File: src/rtl/sound_sequencer_pkg.sv
`default_nettype none
// ============================================================================
// Module      : sound_pkg
// Description : Note half-periods, source and FSM encodings for the sequencer.
// Revision    : 1.0 - initial release
// ============================================================================
package sound_pkg;

    localparam int HP_W = 22;

    // Half-period registers hold cycles/2 - 1 at 25 MHz.
    localparam logic [HP_W-1:0] HP_WALL   = 22'd28408;
    localparam logic [HP_W-1:0] HP_PADDLE = 22'd14204;
    localparam logic [HP_W-1:0] HP_SCORE0 = 22'd18938;
    localparam logic [HP_W-1:0] HP_SCORE1 = 22'd37877;

    typedef enum logic [1:0] {
        SRC_NONE   = 2'd0,
        SRC_WALL   = 2'd1,
        SRC_PADDLE = 2'd2,
        SRC_SCORE  = 2'd3
    } src_t;

    typedef enum logic [1:0] {
        ST_IDLE = 2'd0,
        ST_PLAY = 2'd1,
        ST_GAP  = 2'd2
    } state_t;

    function automatic logic [HP_W-1:0] note_half_period(input src_t src, input logic idx);
        logic [HP_W-1:0] hp;
        hp = '0;
        case (src)
            SRC_WALL:   hp = HP_WALL;
            SRC_PADDLE: hp = HP_PADDLE;
            SRC_SCORE:  hp = idx ? HP_SCORE1 : HP_SCORE0;
            default:    hp = '0;
        endcase
        return hp;
    endfunction

endpackage
`default_nettype wire

File: src/rtl/sound_sequencer_if.sv
`default_nettype none
// ============================================================================
// Module      : sound_sequencer_if
// Description : Game-event requests in, tone-generator controls out.
// Revision    : 1.0 - initial release
// ============================================================================
interface sound_sequencer_if;
    import sound_pkg::*;

    logic            req_wall;
    logic            req_paddle;
    logic            req_score;
    logic [HP_W-1:0] half_period;
    logic            tone_en;
    logic            busy;
    logic [1:0]      active_src;

    modport master (
        output req_wall, req_paddle, req_score,
        input  half_period, tone_en, busy, active_src
    );

    modport slave (
        input  req_wall, req_paddle, req_score,
        output half_period, tone_en, busy, active_src
    );
endinterface
`default_nettype wire

File: src/rtl/sound_sequencer_ms_ticker.sv
`default_nettype none
// ============================================================================
// Module      : ms_ticker
// Description : Restartable 0..TICK_CYCLES-1 counter with a wrap pulse.
// Revision    : 1.0 - initial release
// ============================================================================
module ms_ticker #(
    parameter int TICK_CYCLES = 25000
) (
    input  wire logic clk,
    input  wire logic rst,
    input  wire logic i_restart,
    output logic      o_tick
);
    localparam int c_CNT_W = (TICK_CYCLES > 1) ? $clog2(TICK_CYCLES) : 1;
    localparam logic [c_CNT_W-1:0] c_LAST = c_CNT_W'(TICK_CYCLES - 1);

    logic [c_CNT_W-1:0] r_cnt;
    logic               w_wrap;

    assign w_wrap = (r_cnt == c_LAST);
    assign o_tick = w_wrap;

    always_ff @(posedge clk or posedge rst) begin
        if (rst) begin
            r_cnt <= '0;
        end else if (i_restart || w_wrap) begin
            r_cnt <= '0;
        end else begin
            r_cnt <= r_cnt + c_CNT_W'(1);
        end
    end
endmodule
`default_nettype wire

File: src/rtl/sound_sequencer.sv
`default_nettype none
// ============================================================================
// Module      : sound_sequencer
// Description : Latches pong sound events, grants by priority, plays notes.
// Revision    : 1.0 - initial release
// ============================================================================
module sound_sequencer
    import sound_pkg::*;
#(
    parameter int TICK_CYCLES = 25000,
    parameter int WALL_MS     = 30,
    parameter int PADDLE_MS   = 50,
    parameter int SCORE_MS    = 150,
    parameter int GAP_MS      = 10
) (
    input  wire logic         clk,
    input  wire logic         rst,
    sound_sequencer_if.slave  bus
);
    localparam logic [7:0] c_WALL_DUR   = 8'(WALL_MS);
    localparam logic [7:0] c_PADDLE_DUR = 8'(PADDLE_MS);
    localparam logic [7:0] c_SCORE_DUR  = 8'(SCORE_MS);
    localparam logic [7:0] c_GAP_DUR    = 8'(GAP_MS);

    // Pending bit order: [0] wall, [1] paddle, [2] score.
    logic [2:0]      r_pend;
    state_t          r_state;
    src_t            r_active_src;
    logic            r_note_idx;
    logic [7:0]      r_dur;
    logic [HP_W-1:0] r_half_period;
    logic            r_tone_en;
    logic            r_busy;

    logic [2:0]      w_req;
    logic [2:0]      w_clr;
    src_t            w_grant_src;
    logic [7:0]      w_grant_dur;
    logic            w_tick;
    logic            w_last_tick;
    logic            w_restart;

    assign w_req = {bus.req_score, bus.req_paddle, bus.req_wall};

    always_comb begin
        w_grant_src = SRC_NONE;
        w_grant_dur = 8'd0;
        w_clr       = 3'b000;
        if (r_pend[2]) begin
            w_grant_src = SRC_SCORE;
            w_grant_dur = c_SCORE_DUR;
        end else if (r_pend[1]) begin
            w_grant_src = SRC_PADDLE;
            w_grant_dur = c_PADDLE_DUR;
        end else if (r_pend[0]) begin
            w_grant_src = SRC_WALL;
            w_grant_dur = c_WALL_DUR;
        end
        if (r_state == ST_IDLE) begin
            case (w_grant_src)
                SRC_WALL:   w_clr = 3'b001;
                SRC_PADDLE: w_clr = 3'b010;
                SRC_SCORE:  w_clr = 3'b100;
                default:    w_clr = 3'b000;
            endcase
        end
    end

    // The ticker is held at zero in IDLE so every PLAY/GAP entry starts a fresh ms.
    assign w_last_tick = w_tick && (r_dur <= 8'd1);
    assign w_restart   = (r_state == ST_IDLE) || w_last_tick;

    ms_ticker #(
        .TICK_CYCLES (TICK_CYCLES)
    ) u_ticker (
        .clk       (clk),
        .rst       (rst),
        .i_restart (w_restart),
        .o_tick    (w_tick)
    );

    always_ff @(posedge clk or posedge rst) begin
        if (rst) begin
            r_pend        <= 3'b000;
            r_state       <= ST_IDLE;
            r_active_src  <= SRC_NONE;
            r_note_idx    <= 1'b0;
            r_dur         <= 8'd0;
            r_half_period <= '0;
            r_tone_en     <= 1'b0;
            r_busy        <= 1'b0;
        end else begin
            // A request coinciding with its own grant survives the clear.
            r_pend <= (r_pend & ~w_clr) | w_req;
            case (r_state)
                ST_IDLE: begin
                    if (w_grant_src != SRC_NONE) begin
                        r_state       <= ST_PLAY;
                        r_active_src  <= w_grant_src;
                        r_note_idx    <= 1'b0;
                        r_half_period <= note_half_period(w_grant_src, 1'b0);
                        r_dur         <= w_grant_dur;
                        r_tone_en     <= 1'b1;
                        r_busy        <= 1'b1;
                    end
                end
                ST_PLAY: begin
                    if (w_last_tick) begin
                        r_state   <= ST_GAP;
                        r_dur     <= c_GAP_DUR;
                        r_tone_en <= 1'b0;
                    end else if (w_tick) begin
                        r_dur <= r_dur - 8'd1;
                    end
                end
                ST_GAP: begin
                    if (w_last_tick) begin
                        if (r_active_src == SRC_SCORE && !r_note_idx) begin
                            r_state       <= ST_PLAY;
                            r_note_idx    <= 1'b1;
                            r_half_period <= note_half_period(SRC_SCORE, 1'b1);
                            r_dur         <= c_SCORE_DUR;
                            r_tone_en     <= 1'b1;
                        end else begin
                            r_state      <= ST_IDLE;
                            r_active_src <= SRC_NONE;
                            r_busy       <= 1'b0;
                        end
                    end else if (w_tick) begin
                        r_dur <= r_dur - 8'd1;
                    end
                end
                default: begin
                    r_state      <= ST_IDLE;
                    r_active_src <= SRC_NONE;
                    r_tone_en    <= 1'b0;
                    r_busy       <= 1'b0;
                end
            endcase
        end
    end

    assign bus.half_period = r_half_period;
    assign bus.tone_en     = r_tone_en;
    assign bus.busy        = r_busy;
    assign bus.active_src  = r_active_src;
endmodule
`default_nettype wire

File: src/flat_wrapper.sv
// flat-port wrapper written by rule: the top's interface ports become plain ports
module sound_sequencer_flat import sound_pkg::*;
#(
    parameter int TICK_CYCLES = 25000,
    parameter int WALL_MS     = 30,
    parameter int PADDLE_MS   = 50,
    parameter int SCORE_MS    = 150,
    parameter int GAP_MS      = 10
)
  (clk, rst, bus_req_wall, bus_req_paddle, bus_req_score, bus_half_period, bus_tone_en, bus_busy, bus_active_src);
  sound_sequencer_if bus_i ();
  input  wire logic clk;
  input  wire logic rst;
  input wire logic [$bits(bus_i.req_wall)-1:0] bus_req_wall;
  input wire logic [$bits(bus_i.req_paddle)-1:0] bus_req_paddle;
  input wire logic [$bits(bus_i.req_score)-1:0] bus_req_score;
  output wire logic [$bits(bus_i.half_period)-1:0] bus_half_period;
  output wire logic [$bits(bus_i.tone_en)-1:0] bus_tone_en;
  output wire logic [$bits(bus_i.busy)-1:0] bus_busy;
  output wire logic [$bits(bus_i.active_src)-1:0] bus_active_src;
  assign bus_i.req_wall = bus_req_wall;
  assign bus_i.req_paddle = bus_req_paddle;
  assign bus_i.req_score = bus_req_score;
  assign bus_half_period = bus_i.half_period;
  assign bus_tone_en = bus_i.tone_en;
  assign bus_busy = bus_i.busy;
  assign bus_active_src = bus_i.active_src;
  sound_sequencer #(.TICK_CYCLES(TICK_CYCLES), .WALL_MS(WALL_MS), .PADDLE_MS(PADDLE_MS), .SCORE_MS(SCORE_MS), .GAP_MS(GAP_MS)) u_core (.clk(clk), .rst(rst), .bus(bus_i));
endmodule
File: config.mk
export PLATFORM = sky130hd
export DESIGN_NAME = sound_sequencer_flat
export DESIGN_NICKNAME = d
export VERILOG_FILES = /design/src/rtl/sound_sequencer_pkg.sv /design/src/rtl/sound_sequencer_if.sv /design/src/rtl/sound_sequencer_ms_ticker.sv /design/src/rtl/sound_sequencer.sv /design/src/flat_wrapper.sv
export SDC_FILE = /design/constraint.sdc
export NUM_CORES = 1
export LEC_CHECK = 0
export ABC_CLOCK_PERIOD_IN_PS = 1950
export CORE_MARGIN = 10
export CORE_UTILIZATION = 33
export CTS_BUF_LIST = sky130_fd_sc_hd__clkbuf_2 sky130_fd_sc_hd__clkbuf_4 sky130_fd_sc_hd__clkbuf_8
export DETAILED_ROUTE_END_ITERATION = 8
export GPL_TIMING_DRIVEN = 0
export HOLD_SLACK_MARGIN = 0.08
export PLACE_DENSITY = 0.63
export SYNTH_ARGS = -nofsm -noshare
export SYNTH_HDL_FRONTEND = slang
export SYNTH_SLANG_ARGS = --single-unit
File: constraint.sdc
create_clock -name clk -period 1.95 [get_ports clk]
set_input_delay 0.2925 -clock clk [delete_from_list [all_inputs] [get_ports clk]]
set_output_delay 0.2925 -clock clk [all_outputs]
set_load 0.05 [all_outputs]
==> results by group, run 1 <==
Run status
  – Outcome: complete, no violations

CTS
  – Clk_lat worst skew: ~0.30 ns
  – Clock buffer count from CTS: 5
  – CTS Buffer Depth: 2
  – H-tree depth: 2
  – Clock slew at reported path FFs: approximately 0.090 ns
  – Hold_buf cts: 0
  – CTS tree: yes
  – Clock root buffer: clkbuf_8
  – Clock sinks: between 40 and 50

Power
  – Clk pwr share: 13.5%
  – Pwr dens: about 1300 nW/um^2
  – Psw: 2040 uW
  – Internal power: 2420 uW
  – Flop pwr share: between 20% and 30%
  – Logic pwr share: between 50% and 60%
  – Switch share: 45.7%
  – Peak supply drop: slightly below 0.9 mV
  – Leakage dissipation: ~0.0014 uW

Route
  – Router iterations before antenna repair: 4
  – Final WL: between 6000 and 7000 um
  – Initial DRC Count: roughly 190
  – Final ANT Viol Nets: 0
  – Drt drc: 0
  – Via count: around 2100
  – Avg WL per Cell: 14.4 um
  – Vias per cell: roughly 5.0

Timing
  – Pins Over Slew Limit: 0
  – Fin crit period: 1.93 ns
  – Fin Hold WS: 0.329 ns
  – Final setup viols: 0
  – Worst slew pin tran: roughly 0.52 ns
  – RSZ-0062 raised after global routing: yes
  – Post-route clock skew: around 0.0064 ns
  – Final hold vios: 0
  – Max Clock Freq: roughly 520 MHz
  – Tcrit/Tclk final: 98.8%
  – Rel. slew slack: about 65%

Setup path
  – Worst EP required: roughly 2.1 ns
  – Max FO, Critical Path: 7
  – Worst setup path class: flip-flop to flip-flop
  – CP Capture Type: flip-flop
  – R2R Setup Slk: approximately 0.024 ns
  – Worst r2r src: u_core.r_dur[6]$_DFFE_PP0P_
  – R2r endpoint: u_core.r_dur[4]$_DFFE_PP0P_
  – Worst path slowest cell: nor2_1
  – Worst r2r path cells: 6
  – CP cell instances: nor2_1, nand3_4, o31ai_4, buf_6, a21oi_1, o32a_1
  – Arr. time, crit path: approximately 2.1 ns
  – Worst stage delay on the critical path: ~0.44 ns
  – Startpoint Class: flip-flop

Synth
  – Synth area leader: dfrtp_1
  – EDFF count, synth: 0
  – Top post-synthesis cells by count: dfrtp_1 (42), nor2_1 (29), nand2_1 (19), o21ai_0 (19)
  – Yosys cell types: 49
  – Post-Syn Area per Cell: between 9 and 10 um^2
  – Synth top area share: 41.6%
  – Most frequent cell after synthesis: dfrtp_1
  – Mapped cell area: approximately 2500 um^2
  – Seq cells post-synth: 42
  – Ranking of synthesized cells by area: dfrtp_1 (42%), ha_1 (5.4%), buf_4 (4.5%), nor2_1 (4.3%), o21ai_0 (3.8%)
  – Synth Flop Type: dfrtp_1
  – Synth warnings: 0
  – Mapped Cells: 272
  – Sequential share of the synthesized area: about two fifths
  – Asr flop ratio synth: 100%

Cells and area
  – Fill count: 670
  – Antenna cells: 0
  – Layout Nets: between 300 and 400
  – Non-Filler Instances: roughly 430
  – Layout cells sized above 1: 27.2%
  – P&R area growth vs syn: 33.1%

Worst hold path
  – Hold Path Class: input port to async pin

Place
  – Placer congestion estimate: ~0.85
  – DP Cell Count: roughly 400
  – Port Buffers: 24
  – Post-DP HPWL: around 4300 um

Global route
  – Pin count of the biggest net entering global routing: between 40 and 50
  – Initial antenna violation count: 0
  – First-pass GRT wire length: 10100 um
  – Grt ovf: 0
  – Vias in the first global route: about 2100
  – All-Layer GR Usage: between 10% and 20%

Floorplanning
  – Core ar.: 7330 um^2
  – Initial Util: between 30% and 40%
  – Row count: 31
  – I/O pins: 31
  – Die Y: between 100 and 150 um
  – Die area: around 12000 um^2
  – Die width: approximately 110 um

Flow run
  – Max cap viols: 0
-- final cells by class --
type,count,area [um^2],share of cell area (%)
clock buffers,6,82.6,2.45
multi-input cells,200,1470,43.8
flip-flops and latches,42,1050,31.3
plain buffers,21,159,4.72
repair buffers,44,410,12.2
clock inverters,2,12.5,0.372
well taps,99,124,3.68
inverters,12,47.5,1.41
-- through the flow --
| stage | setup slack, ns | total power (uW) | setup TNS (ns) | utilization (%) | cell area (um^2) |
|---|---|---|---|---|---|
| final | 0.0237 | 4450 | 0 | 45.9 | 3360 |
| after global routing | -0.0712 | 4750 | -0.405 | 45.9 | 3360 |
| after CTS | 0.000139 | 4190 | 0 | 42.7 | 3130 |
| after detailed placement | -0.386 | 3480 | -4.51 | 40.0 | 2930 |
| after global placement | -0.395 | 3460 | -15.02 | 39.7 | 2910 |
| after floorplan | 0.00385 | 2860 | 0 | - | 2550 |
-- worst max-delay path: cells and delay by family, from the launching register on --
family                 cells  cell delay (ns)
buffers and inverters      1             0.17
and+or+nand+nor            2             0.64
DFF                        1             0.43
AOI/OAI and AO/OA          3             0.57
-- kinds of logic (layout without fill, tap and decap cells) --
group / after synthesis / count (layout) / synth area share, %
buf+inv: 35 / 85 / 7.52
mux: 2 / 2 / 0.792
compound gates: 73 / 73 / 20.0
other cells: 1 / 6 / 0.148
xor+xnor: 11 / 11 / 3.81
simple gates: 97 / 97 / 20.6
fa+ha+maj: 11 / 11 / 5.45
flops: 42 / 42 / 41.6
-- how the worst max path moves through the flow --
| stage | startpoint | depth (start not counted) | slack [ns] | end |
|---|---|---|---|---|
| final | u_core.r_dur[6]$_DFFE_PP0P_ | 6 | 0.02 | u_core.r_dur[4]$_DFFE_PP0P_ |
| after floorplan | u_core.r_pend[1]$_DFF_PP0_ | 9 | 0.004 | u_core.r_dur[0]$_DFFE_PP0P_ |
| after global placement | u_core.r_pend[1]$_DFF_PP0_ | 9 | -0.39 | u_core.r_dur[0]$_DFFE_PP0P_ |
| after CTS | u_core.r_pend[2]$_DFF_PP0_ | 9 | 0.0001 | u_core.r_dur[1]$_DFFE_PP0P_ |
| after detailed placement | u_core.r_pend[1]$_DFF_PP0_ | 9 | -0.39 | u_core.r_dur[5]$_DFFE_PP0P_ |
| after global routing | u_core.r_dur[1]$_DFFE_PP0P_ | 9 | -0.07 | u_core.r_dur[3]$_DFFE_PP0P_ |
-- power groups by stage --
stage	Clock (uW)	Combinational (uW)	Sequential, uW
global route	658	2740	1350
global placement	0	2160	1300
finish	600	2540	1310
floorplan	0	1210	1660
detailed placement	0	2180	1300
CTS	616	2280	1290
-- routing by layer --
layer	routed length, um	global-route usage (%)	share of wire [%]	up-vias
met4	129	4.96	2.1	0
met5	0	0	0	-
met2	2910	16.6	47	50
li1	-	-	-	1069
met3	337	2.75	5.5	10
met1	2760	13.1	45	1015
-- placed cells by master, fill, tap and decap left out, types with 4 or more instances in the layout --
cell type and n:
a21oi_1 12, a22o_1 5, a2bb2oi_1 4, a31oi_1 6
buf_4 33, clkbuf_8 6, clkdlybuf4s50_1 20, conb_1 6
dfrtp_1 39, dlymetal6s2s_1 4, ha_1 6, ha_4 4
inv_1 8, nand2_1 18, nand3_1 7, nand4_1 6
nor2_1 28, o21ai_0 12, o21ai_1 6, o32a_1 4
xnor2_1 4, xor2_1 7
-- registers in the layout, summed over array words and instances, names as in the netlist --
signal and count:
u_core.bus.active_src 2, u_core.bus.busy 1, u_core.bus.tone_en 1, u_core.r_state 2, u_core.bus.half_period 10, u_core.u_ticker.r_cnt 15, u_core.r_pend 3, u_core.r_dur 8
-- what timing repair did --
| item | in CTS | in global routing |
|---|---|---|
| setup buffers | 3 | 15 |
| endpoints found under the hold margin | 0 | 0 |
| endpoints found under the setup margin | 23 | 37 |
| pin swaps | 3 | 10 |
| resized for setup | 24 | 38 |
| gates cloned | 0 | 1 |
(Power assumes the default switching activity.)
==> inputs of run 2 (changes only) <==
Settings changed: TNS_END_PERCENT set to 50.
==> run 2 against run 1 <==
Non-clock buffer count stayed put. Flip-flop and latch count stayed put. Power hardly changed. Fmax is 0.41% lower. Sequential share of layout area is 0.16 points higher. Routed wire length is 0.18% higher. Clock-buffer cell count stayed put. Via count is 0.51% higher. Clock skew hardly changed. Register-to-register slack hardly changed.
==> results by group, run 2 (synthesis gave the netlist of run 1 again) <==
Timing
  – Final hold vios: 0 (unchanged)
  – Tcrit/Tclk final: 99.2% (was 98.8%)
  – Final setup viols: 0 (unchanged)
  – Setup TNS Final: 0 ns (unchanged)
  – Pins Over Slew Limit: 0 (unchanged)
  – Rel. slew slack: 64.9% (was 65.2%)
  – RSZ-0062 raised after global routing: yes (unchanged)
  – Worst slew pin tran: 0.525 ns (was 0.520 ns)
  – Max Clock Freq: 517 MHz (was 519 MHz)
  – Fin crit period: 1.93 ns (about the same)
  – Fin Hold WS: 0.329 ns (about the same)
  – Post-route clock skew: 0.00645 ns (was 0.00639 ns)

CTS
  – Clock root buffer: clkbuf_8 (unchanged)
  – Clock slew at reported path FFs: 0.09 ns (about the same)
  – Clock buffer count from CTS: 5 (unchanged)
  – CTS tree: yes (unchanged)
  – H-tree depth: 2 (unchanged)
  – Clk_lat worst skew: 0.30 ns (about the same)
  – Hold_buf cts: 0 (unchanged)
  – Clock sinks: 42 (unchanged)
  – CTS Buffer Depth: 2 (unchanged)

Place
  – Placer congestion estimate: 0.853 (unchanged)
  – Post-DP HPWL: 4290 um (unchanged)
  – DP Cell Count: 401 (unchanged)
  – Area of placed instances: 2930 um^2 (unchanged)
  – Port Buffers: 24 (unchanged)

Floorplanning
  – Die area: 11600 um^2 (unchanged)
  – I/O pins: 31 (unchanged)
  – Core ar.: 7330 um^2 (unchanged)
  – Row count: 31 (unchanged)
  – Die Y: 108 um (unchanged)
  – Initial Util: 34.5% (unchanged)
  – Die width: 108 um (unchanged)

Route
  – Router iterations before antenna repair: 4 (unchanged)
  – Initial DRC Count: 191 (unchanged)
  – Final ANT Viol Nets: 0 (unchanged)
  – Drt drc: 0 (unchanged)
  – Avg WL per Cell: 14.4 um (about the same)
  – Final WL: 6150 um (was 6140 um)
  – Via count: 2155 (was 2144)
  – Vias per cell: 5.06 (was 5.03)

Setup path
  – Max FO, Critical Path: 7 (unchanged)
  – Arr. time, crit path: 2.12 ns (was 2.11 ns)
  – CP Capture Type: flip-flop (unchanged)
  – Worst EP required: 2.13 ns (about the same)
  – Worst setup path class: flip-flop to flip-flop (unchanged)
  – Startpoint Class: flip-flop (unchanged)

Power
  – Peak supply drop: 0.894 mV (about the same)
  – Pwr dens: 1330 nW/um^2 (was 1320 nW/um^2)
  – Leakage dissipation: 0.00140 uW (was 0.00144 uW)

Run status
  – Outcome: complete, no violations (unchanged)

Global route
  – Grt ovf: 0 (unchanged)
  – Initial antenna violation count: 0 (unchanged)
  – Vias in the first global route: 2138 (unchanged)
  – All-Layer GR Usage: 10.5% (unchanged)
  – First-pass GRT wire length: 10100 um (unchanged)
  – Pin count of the biggest net entering global routing: 43 (unchanged)

Worst hold path
  – Hold Path Class: input port to async pin (unchanged)

Cells and area
  – Post-route design area: 3350 um^2 (was 3360 um^2)
  – Layout Nets: 342 (unchanged)
  – Fill count: 671 (was 670)
  – Commonest non-fill, non-tap cells in the layout: dfrtp_1 (39), buf_4 (36), nor2_1 (28), clkdlybuf4s50_1 (21), nand2_1 (18) (was dfrtp_1 (39), buf_4 (33), nor2_1 (28), clkdlybuf4s50_1 (20), nand2_1 (18))
  – Non-Filler Instances: 426 (unchanged)
  – Layout cells sized above 1: 28.1% (was 27.2%)
  – Top reg by flops: u_core.u_ticker.r_cnt (unchanged)
  – Antenna cells: 0 (unchanged)
  – Fin util: 45.7% (was 45.9%)
  – P&R area growth vs syn: 32.4% (was 33.1%)
  – Commonest non-fill, non-tap cell in the layout: dfrtp_1 (unchanged)
  – Max reg flops: 15 (unchanged)

Flow run
  – Max cap viols: 0 (unchanged)
## run 2: cell types whose count changed in the layout (fill, tap and decap cells not counted)
cell,delta
o21ai_1,+1
buf_4,+3
o21ai_0,-1
dlymetal6s2s_1,-4
clkdlybuf4s50_1,+1
## run 2: timing repair
| action | CTS | global route |
|---|---|---|
| cloned | 0 | 1 |
| setup endpoints to repair | 23 | 37 |
| resized for setup | 24 | 38 |
| hold endpoints to repair | 0 | 0 |
| setup buffers | 3 | 15 |
| pin swaps | 3 | 10 |
## run 2: worst max-delay path, stage by stage, from the launching register on
cell	delay (ns)
dfrtp_1	0.43
nor2_1	0.44
nand3_4	0.20
o31ai_4	0.37
buf_6	0.17
a21oi_1	0.05
o32a_1	0.16
## run 2: final cells by class
type	count	area, um^2	area share (%)
clock buffers	6	82.6	2.47
plain buffers	21	159	4.75
well taps	99	124	3.70
clock inverters	2	12.5	0.374
multi-input cells	200	1470	44.0
repair buffers	44	393	11.7
inverters	12	47.5	1.42
flip-flops and latches	42	1050	31.5
## run 2: final timing paths
path / start / endpoint / slack (ns) / cells after the start
hold reg to reg: u_core.u_ticker.r_cnt[0]$_DFF_PP0_ / u_core.u_ticker.r_cnt[0]$_DFF_PP0_ / 0.50 / 1
hold / removal: rst / u_core.r_pend[0]$_DFF_PP0_ / 0.33 / 3
setup / recovery: u_core.r_dur[6]$_DFFE_PP0P_ / u_core.r_dur[4]$_DFFE_PP0P_ / 0.02 / 6
max in group asynchronous: rst / u_core.r_dur[0]$_DFFE_PP0P_ / 1.41 / 3
setup reg to reg: u_core.r_dur[6]$_DFFE_PP0P_ / u_core.r_dur[4]$_DFFE_PP0P_ / 0.02 / 6
min in group clk: u_core.u_ticker.r_cnt[0]$_DFF_PP0_ / u_core.u_ticker.r_cnt[0]$_DFF_PP0_ / 0.50 / 1
## run 2: routing by layer
metal	track usage (%)	part of all wire [%]	up-vias	wire, um
li1	-	-	1067	-
met1	13.1	45	1031	2780
met2	16.6	47	49	2920
met3	2.75	5.4	8	330
met4	4.96	1.9	0	119
met5	0	0	-	0
## run 2: power by group
part	internal, uW	total [uW]	switching, uW
clock network	285	600	315
logic	1040	2540	1510
registers	1100	1310	214
total	2420	4450	2040
## run 2: metrics by stage
| step | setup WS, ns | power (uW) |
|---|---|---|
| floorplan | 0.00385 | 2860 |
| global placement | -0.395 | 3460 |
| detailed placement | -0.386 | 3480 |
| CTS | 0.000139 | 4190 |
| global route | -0.0712 | 4750 |
| finish | 0.0158 | 4450 |
==> inputs of run 3 (changes only) <==
Settings changed: ABC_CLOCK_PERIOD_IN_PS 1950 to not set, CTS_CLUSTER_DIAMETER set to 120.
==> results of run 3 <==
Same layout as run 2: the final DEF is identical, and so are final timing and power.
